--- config.mk ---
export PLATFORM = sky130hd
export DESIGN_NAME = dcm_prog_ctrl
export DESIGN_NICKNAME = d
export VERILOG_FILES = /design/src/rtl/dcm_prog_ctrl.sv
export SDC_FILE = /design/constraint.sdc
export NUM_CORES = 1
export LEC_CHECK = 0
export BUFFER_PORTS_ARGS = -buffer_cell sky130_fd_sc_hd__buf_2
export CAP_MARGIN = 20
export CORE_UTILIZATION = 54
export DETAILED_ROUTE_END_ITERATION = 10
export PLACE_DENSITY_LB_ADDON = 0.05
export SLEW_MARGIN = 30
export SYNTH_ARGS = -nofsm -noshare
export SYNTH_HDL_FRONTEND = slang
export SYNTH_SLANG_ARGS = --single-unit
--- constraint.sdc ---
create_clock -name clk -period 1.5 [get_ports clk]
set_input_delay 0.075 -clock clk [delete_from_list [all_inputs] [get_ports clk]]
set_output_delay 0.075 -clock clk [all_outputs]
set_load 0.01 [all_outputs]
--- src/rtl/dcm_prog_ctrl.sv ---
`default_nettype none
// +----------------------------------------------------------------------------+
// | dcm_prog_ctrl : debounced load button -> validated DCM prog_in/update pair |
// | Optional: DCM_PROG_ECHO_CHECK_EN adds a prog_out echo check after holdoff. |
// | Revision: 1.0                                                              |
// +----------------------------------------------------------------------------+
module dcm_prog_ctrl #(
  parameter int         DEBOUNCE_CYCLES = 16,
  parameter int         HOLD_CYCLES     = 8,
  parameter logic [2:0] MAX_CODE        = 3'd6,
  parameter logic [2:0] RESET_PROG      = 3'd0
) (
  input  logic       clk,
  input  logic       rst,
  input  logic       btn_load,
  input  logic [2:0] sel_in,
  input  logic [2:0] prog_echo,
  output logic [2:0] prog_code,
  output logic       update,
  output logic       busy,
  output logic       err,
  output logic [2:0] cur_prog
);

  localparam int DB_W   = $clog2(DEBOUNCE_CYCLES) + 1;
  localparam int HOLD_W = $clog2(HOLD_CYCLES) + 1;
  localparam logic [DB_W-1:0]   DB_LAST   = DB_W'(DEBOUNCE_CYCLES - 1);
  localparam logic [HOLD_W-1:0] HOLD_LAST = HOLD_W'(HOLD_CYCLES - 1);

`ifdef DCM_PROG_ECHO_CHECK_EN
  typedef enum logic [1:0] {
    IDLE  = 2'd0,
    ISSUE = 2'd1,
    HOLD  = 2'd2,
    CHECK = 2'd3
  } state_t;
`else
  typedef enum logic [1:0] {
    IDLE  = 2'd0,
    ISSUE = 2'd1,
    HOLD  = 2'd2
  } state_t;

  logic unused_echo;
  assign unused_echo = ^prog_echo;
`endif

  state_t            state;
  logic              sync1, sync2;
  logic              stable, stable_q;
  logic              req;
  logic [DB_W-1:0]   db_cnt;
  logic [HOLD_W-1:0] hold_cnt;

  // Synchronizer, debouncer and rising-edge request; a falling edge is ignored.
  always_ff @(posedge clk) begin
    if (!rst) begin
      sync1    <= 1'b0;
      sync2    <= 1'b0;
      stable   <= 1'b0;
      stable_q <= 1'b0;
      req      <= 1'b0;
      db_cnt   <= '0;
    end else begin
      sync1    <= btn_load;
      sync2    <= sync1;
      stable_q <= stable;
      req      <= stable & ~stable_q;
      if (sync2 != stable) begin
        if (db_cnt == DB_LAST) begin
          stable <= sync2;
          db_cnt <= '0;
        end else begin
          db_cnt <= db_cnt + 1'b1;
        end
      end else begin
        db_cnt <= '0;
      end
    end
  end

  always_ff @(posedge clk) begin
    if (!rst) begin
      state     <= IDLE;
      hold_cnt  <= '0;
      prog_code <= RESET_PROG;
      cur_prog  <= RESET_PROG;
      update    <= 1'b0;
      busy      <= 1'b0;
      err       <= 1'b0;
    end else begin
      update <= 1'b0;
      err    <= 1'b0;
      case (state)
        IDLE: begin
          if (req) begin
            if (sel_in > MAX_CODE) begin
              err <= 1'b1;
            end else if (sel_in != cur_prog) begin
              prog_code <= sel_in;
              update    <= 1'b1;
              busy      <= 1'b1;
              state     <= ISSUE;
            end
          end
        end
        ISSUE: begin
          cur_prog <= prog_code;
          hold_cnt <= '0;
          state    <= HOLD;
        end
        HOLD: begin
          if (hold_cnt == HOLD_LAST) begin
            hold_cnt <= '0;
`ifdef DCM_PROG_ECHO_CHECK_EN
            state    <= CHECK;
`else
            busy     <= 1'b0;
            state    <= IDLE;
`endif
          end else begin
            hold_cnt <= hold_cnt + 1'b1;
          end
        end
`ifdef DCM_PROG_ECHO_CHECK_EN
        // A mismatch is only reported; the issued code stays recorded.
        CHECK: begin
          if (prog_echo != cur_prog) err <= 1'b1;
          busy  <= 1'b0;
          state <= IDLE;
        end
`endif
        default: begin
          busy  <= 1'b0;
          state <= IDLE;
        end
      endcase
    end
  end

endmodule
`default_nettype wire

# == After elaboration in Yosys (flattened, before gate mapping) ==
# Cells that the tools add are included.
# word_totals
register_bits,25
in_bits,9
output_inout_bits,9
elab_cells,57
# classes
add_sub_neg,2
order_cmp,1
eq_ne,10
muxes,14
n_bitwise,8
n_reduce_logical,9
# op_table
op,count
$mux W2,4
$ne A2 B2 Y1 const B,4
$pmux W4 S2,1
$reduce_and A4 Y1,2
$not A1 Y1,7
$mux W1,6
$pmux W2 S3,1
$add A5 B1 Y5 const B,1
$eq A5 B4 Y1 const B,1
$reduce_and A5 Y1,1
$add A4 B1 Y4 const B,1
$eq A4 B3 Y1 const B,1
$mux W4,1
$reduce_or A4 Y1,1
$gt A3 B3 Y1 const B,1
$ne A3 B3 Y1,1
$pmux W1 S3,1
$reduce_and A3 Y1,1
$reduce_or A3 Y1,1
$eq A2 B1 Y1 const B,1
$eq A2 B2 Y1 const B,1
$logic_not A2 Y1,1
$reduce_and A2 Y1,1
$reduce_bool A2 Y1,1
2 further kinds,2

# == Logic depth before layout (Yosys ltp) ==
# depth
ltp_word,5
depth_mapped,6
mapped_depth_nobuf,6

# == Least setup slack after synthesis ==
# No wires, ideal clock.
# synth_timing
path_type,reg2reg
startpoint,reg state[0]
endpoint,reg state[0]
setup_ps,72
arrival_ps,1283
required_time_ps,1428
slack_ps,145
stages_incl_launch_ff,6
path_buffers,0
period_less_slack_ps,1355
cell_sequence,dfxtp_1 inv_1 ha_1 o21a_1 a211oi_2 mux2i_1
# synth_via
elab_chain_len,3
word_cells_on_any_way,9
classes_between,eq/ne (6); mux (1); reduce/logical (2)
# synth_lines
element,line,source
"start, declared",48,state_t state;
"start signal, assigned",84,state <= IDLE;
"start signal, assigned",103,state <= ISSUE;
"start signal, assigned",110,state <= HOLD;
$eq A2 B2 Y1 / $logic_not A2 Y1 (equally long branches),94,case (state)
$ne A2 B2 Y1 (no line),-,
$reduce_and A4 Y1 (no line),-,
# Several ways; a longest one is shown, not always the timed one.
# A chain may end at the register's enable or synchronous reset.

# == Final worst setup path ==
# layout_timing
startpoint,reg cur_prog[0]
endpoint,reg prog_code[0]
# layout_via
elab_chain_len,2
# layout_lines
element,line,source
"start, declared",22,output logic [2:0] cur_prog
"start signal, assigned",108,cur_prog <= prog_code;
$ne A3 B3 Y1,99,end else if (sel_in != cur_prog) begin
$reduce_and A4 Y1 (no line),-,
"end signal, assigned",100,prog_code <= sel_in;
"end, declared",18,"output logic [2:0] prog_code,"
# Every way passes these cells.

==> impl_metrics.env <==
export IMPL_sequentialPowerShare=0.601
export IMPL_status="finished clean"
export IMPL_p_leak_uw=0.000513
export IMPL_coreArea_um2=1820
export IMPL_final_hold_viol_count=0
export IMPL_timing_setup_critical_path_class="flip-flop to flip-flop"
export IMPL_p_sw_frac=0.263
export IMPL_synth_compound_area_share=0.0783
export IMPL_die_area_um2=2230
export IMPL_cts_sinks=25
export IMPL_insertedDiodeCount=0
export IMPL_synth_top_area_share=0.454
export IMPL_pwr_share_comb=0.121
export IMPL_critPathMaxStageDelay_ns=0.39
export IMPL_firstDrtPassIters=4
export IMPL_yosys_area_share_xor_xnor=0.0477
export IMPL_die_height_um=47.2
export IMPL_drt_first_iter_violations=11
export IMPL_number_of_antenna_violations_at_the_first_check_in_global_routing=0
export IMPL_fmax_mhz=704
export IMPL_place_port_buffers=14
export IMPL_worstSkewPairLatency_ns=0.33
export IMPL_layout_setup_ws_ns=0.0792
export IMPL_syn_instance_count=113
export IMPL_pre_cts_ws_ns=0.00475
export IMPL_drtAntennaViolNets=0
export IMPL_startpoint_type="flip-flop"
export IMPL_syn_cell_area_um2=1100
export IMPL_worst_slew_margin_rel=0.753
export IMPL_wl_per_cell_um=11.5
export IMPL_netlist_top_cell_by_area="dfxtp_1"
export IMPL_setup_viol=0
export IMPL_floorplan_io_pins=18
export IMPL_synth_mux_area_fraction=0.0908
export IMPL_final_nets=149
export IMPL_cts_made_buffers=3
export IMPL_main_combinational_cell_family_by_area_after_synthesis="simple AND/OR/NAND/NOR gates"
export IMPL_worst_path_buffer_plus_inverter_count=0
export IMPL_finalCritPeriodShare=0.947
export IMPL_post_synth_fa_ha_maj_area_fraction=0.0908
export IMPL_grt_max_degree=26
export IMPL_layoutNonFillerInstCount=156
export IMPL_drv_cap=0
export IMPL_critical_path_max_fanout=4
export IMPL_reg2regPathDepth=4
export IMPL_crit_cells=4
export IMPL_core_rows=15
export IMPL_dpl_cell_count=151
export IMPL_placedInstanceArea_um2=1210
export IMPL_critical_path_slowest_cell="dfxtp_1"
export IMPL_reg2reg_setup_slack_ns=0.08
export IMPL_fin_skew_ns=0.00203
export IMPL_start_util=0.605
export IMPL_cp_arrival_ns=1.68
export IMPL_area_fraction_in_and_or_nand_and_nor_cells_after_synthesis=0.204
export IMPL_clk_path_buf_depth=2
export IMPL_synthFlopType="dfxtp_1"
export IMPL_routabilityCongestion=0.735
export IMPL_hpwl_um=1290
export IMPL_finalHoldWorstSlack_ns=0.0189
export IMPL_wl_um=1800
export IMPL_totalPowerFinal_uw=1130
export IMPL_detail_route_drc_violations=0
export IMPL_worst_setup_path_end_kind="flip-flop"
export IMPL_grt_first_pass_wirelength_um=2870
export IMPL_power_net_switching_uw=297
export IMPL_area_delta_synth_final_pct=17.8
export IMPL_maxSlewViolCount=0
export IMPL_synth_area_per_cell_um2=9.75
export IMPL_timing_hold_worst_class="input pin to flip-flop"
export IMPL_ys_types=27
export IMPL_yosys_register_bits=25
export IMPL_tightest_slew_ns=0.371
export IMPL_gr_total_overflow=0
export IMPL_first_global_vias=712
export IMPL_routed_via_count=796
export IMPL_power_density_nw_per_um2=871
export IMPL_cts_htree_levels=1
export IMPL_die_w_um=47.2
export IMPL_global_route_usage_total=0.190
export IMPL_power_frac_clock=0.278
export IMPL_ys_warn_count=0
export IMPL_fin_area_um2=1300
export IMPL_synth_nets=130
export IMPL_synth_area_leaders="dfxtp_1, ha_1, mux2i_1"
export IMPL_final_period_minus_worst_setup_slack_ns=1.42
export IMPL_postSynth_asyncResetShare=0
export IMPL_clock_root_buffer="clkbuf_4"
export IMPL_crit_path_cell_trace="xor2_1 -> nor3_2 -> nor3_4 -> mux2i_1"
export IMPL_seq_area_frac_synth=0.454
export IMPL_critical_path_required_ns=1.76
export IMPL_final_layout_size_suffix_gt1_frac=0.252
export IMPL_synth_edf_count=0
export IMPL_max_vdd_ir_drop_uv=538
export IMPL_path_delay_family="simple AND/OR/NAND/NOR gates"
export IMPL_detail_route_vias_per_cell=5.10
export IMPL_cts_clk_slew_worst_paths_ns=0.14
export IMPL_p_int_uw=834
export IMPL_worst_hold_path_num_cells=3
export IMPL_cts_tree="yes"
cell families after synthesis:
family | count (synthesis)
xor gates and xnor gates | 6
and+or+nand+nor | 44
muxes | 10
DFF | 25
AOI/OAI and AO/OA | 10
buffers and inverters | 10
adders and majority gates | 8
state kept, by name, indices dropped and copies added (netlist names):
name,count
sync1,1
prog_code,3
err,1
busy,1
stable,1
state,2
sync2,1
req,1
cur_prog,3
hold_cnt,4
db_cnt,5
update,1
stable_q,1
cell usage in the layout, fill, tap and decap left out, types with 2 or more instances in the layout:
cell type,n
dfxtp_1,21
buf_2,14
nand2_1,13
mux2i_1,10
nor2_1,7
ha_1,7
inv_1,6
nor2b_1,6
nand3_1,6
and2_1,5
dfxtp_2,4
xor2_1,3
clkbuf_4,3
xor2_2,2
o21a_1,2
a21boi_0,2
buf_4,2
power groups by stage:
stage,combinational [uW],clock [uW],sequential (uW)
floorplan,81.3,0,692
finish,137,314,680
CTS,120,321,679
global placement,111,0,693
global route,148,345,682
detailed placement,114,0,694
worst reg2reg max path, cell delays in order, from the launching register on:
cell,delay (ns)
dfxtp_1,0.39
xor2_1,0.33
nor3_2,0.12
nor3_4,0.29
mux2i_1,0.23
metrics by stage:
stage / util / setup TNS (ns)
6_report: 0.713 / 0
3_5_place_dp: 0.663 / 0
3_3_place_gp: 0.663 / 0
2_1_floorplan: - / 0
5_1_grt: 0.713 / -0.0137
4_1_cts: 0.689 / 0
synth_stat cells, types with 2 or more instances:
library cell,count
dfxtp_1,25
nand2_1,13
mux2i_1,10
ha_1,8
inv_1,7
nor2_1,7
nand3_1,6
nor2b_1,6
and2_1,5
xor2_1,5
a21boi_0,2
clkbuf_1,2
nor3_2,2
o21a_1,2
what timing repair did:
item | CTS | global route
hold buffers | 1 | 0
endpoints found under the setup margin | 2 | 11
setup buffers | 0 | 0
resized for setup | 1 | 11
hold endpoints to repair | 1 | 0
pin swaps | 0 | 2
routing by layer:
metal | routed length [um] | global-route usage | vias to the layer above
li1 | - | - | 407
met1 | 868 | 0.234 | 369
met2 | 851 | 0.314 | 15
met3 | 41 | 0.0346 | 5
met4 | 39 | 0.103 | 0
met5 | 0 | 0 | -
path summary, 6_finish.rpt:
| check | from | end |
|---|---|---|
| worst min register to register | stable_q | req |
| worst min-delay path | sel_in[2] | prog_code[2] |
| worst max register to register | cur_prog[0] | prog_code[0] |
| worst max-delay path | cur_prog[0] | prog_code[0] |
layout make-up:
class,count,area [um^2]
sequential,25,505
fill,154,522
clock inverter,1,7.51
inverter,7,26.3
multi-input combinational,78,611
clock buffer,3,22.5
timing repair buffer,17,95.1
tap,25,31.3
Note: power is estimated with default switching activity, not from simulation.
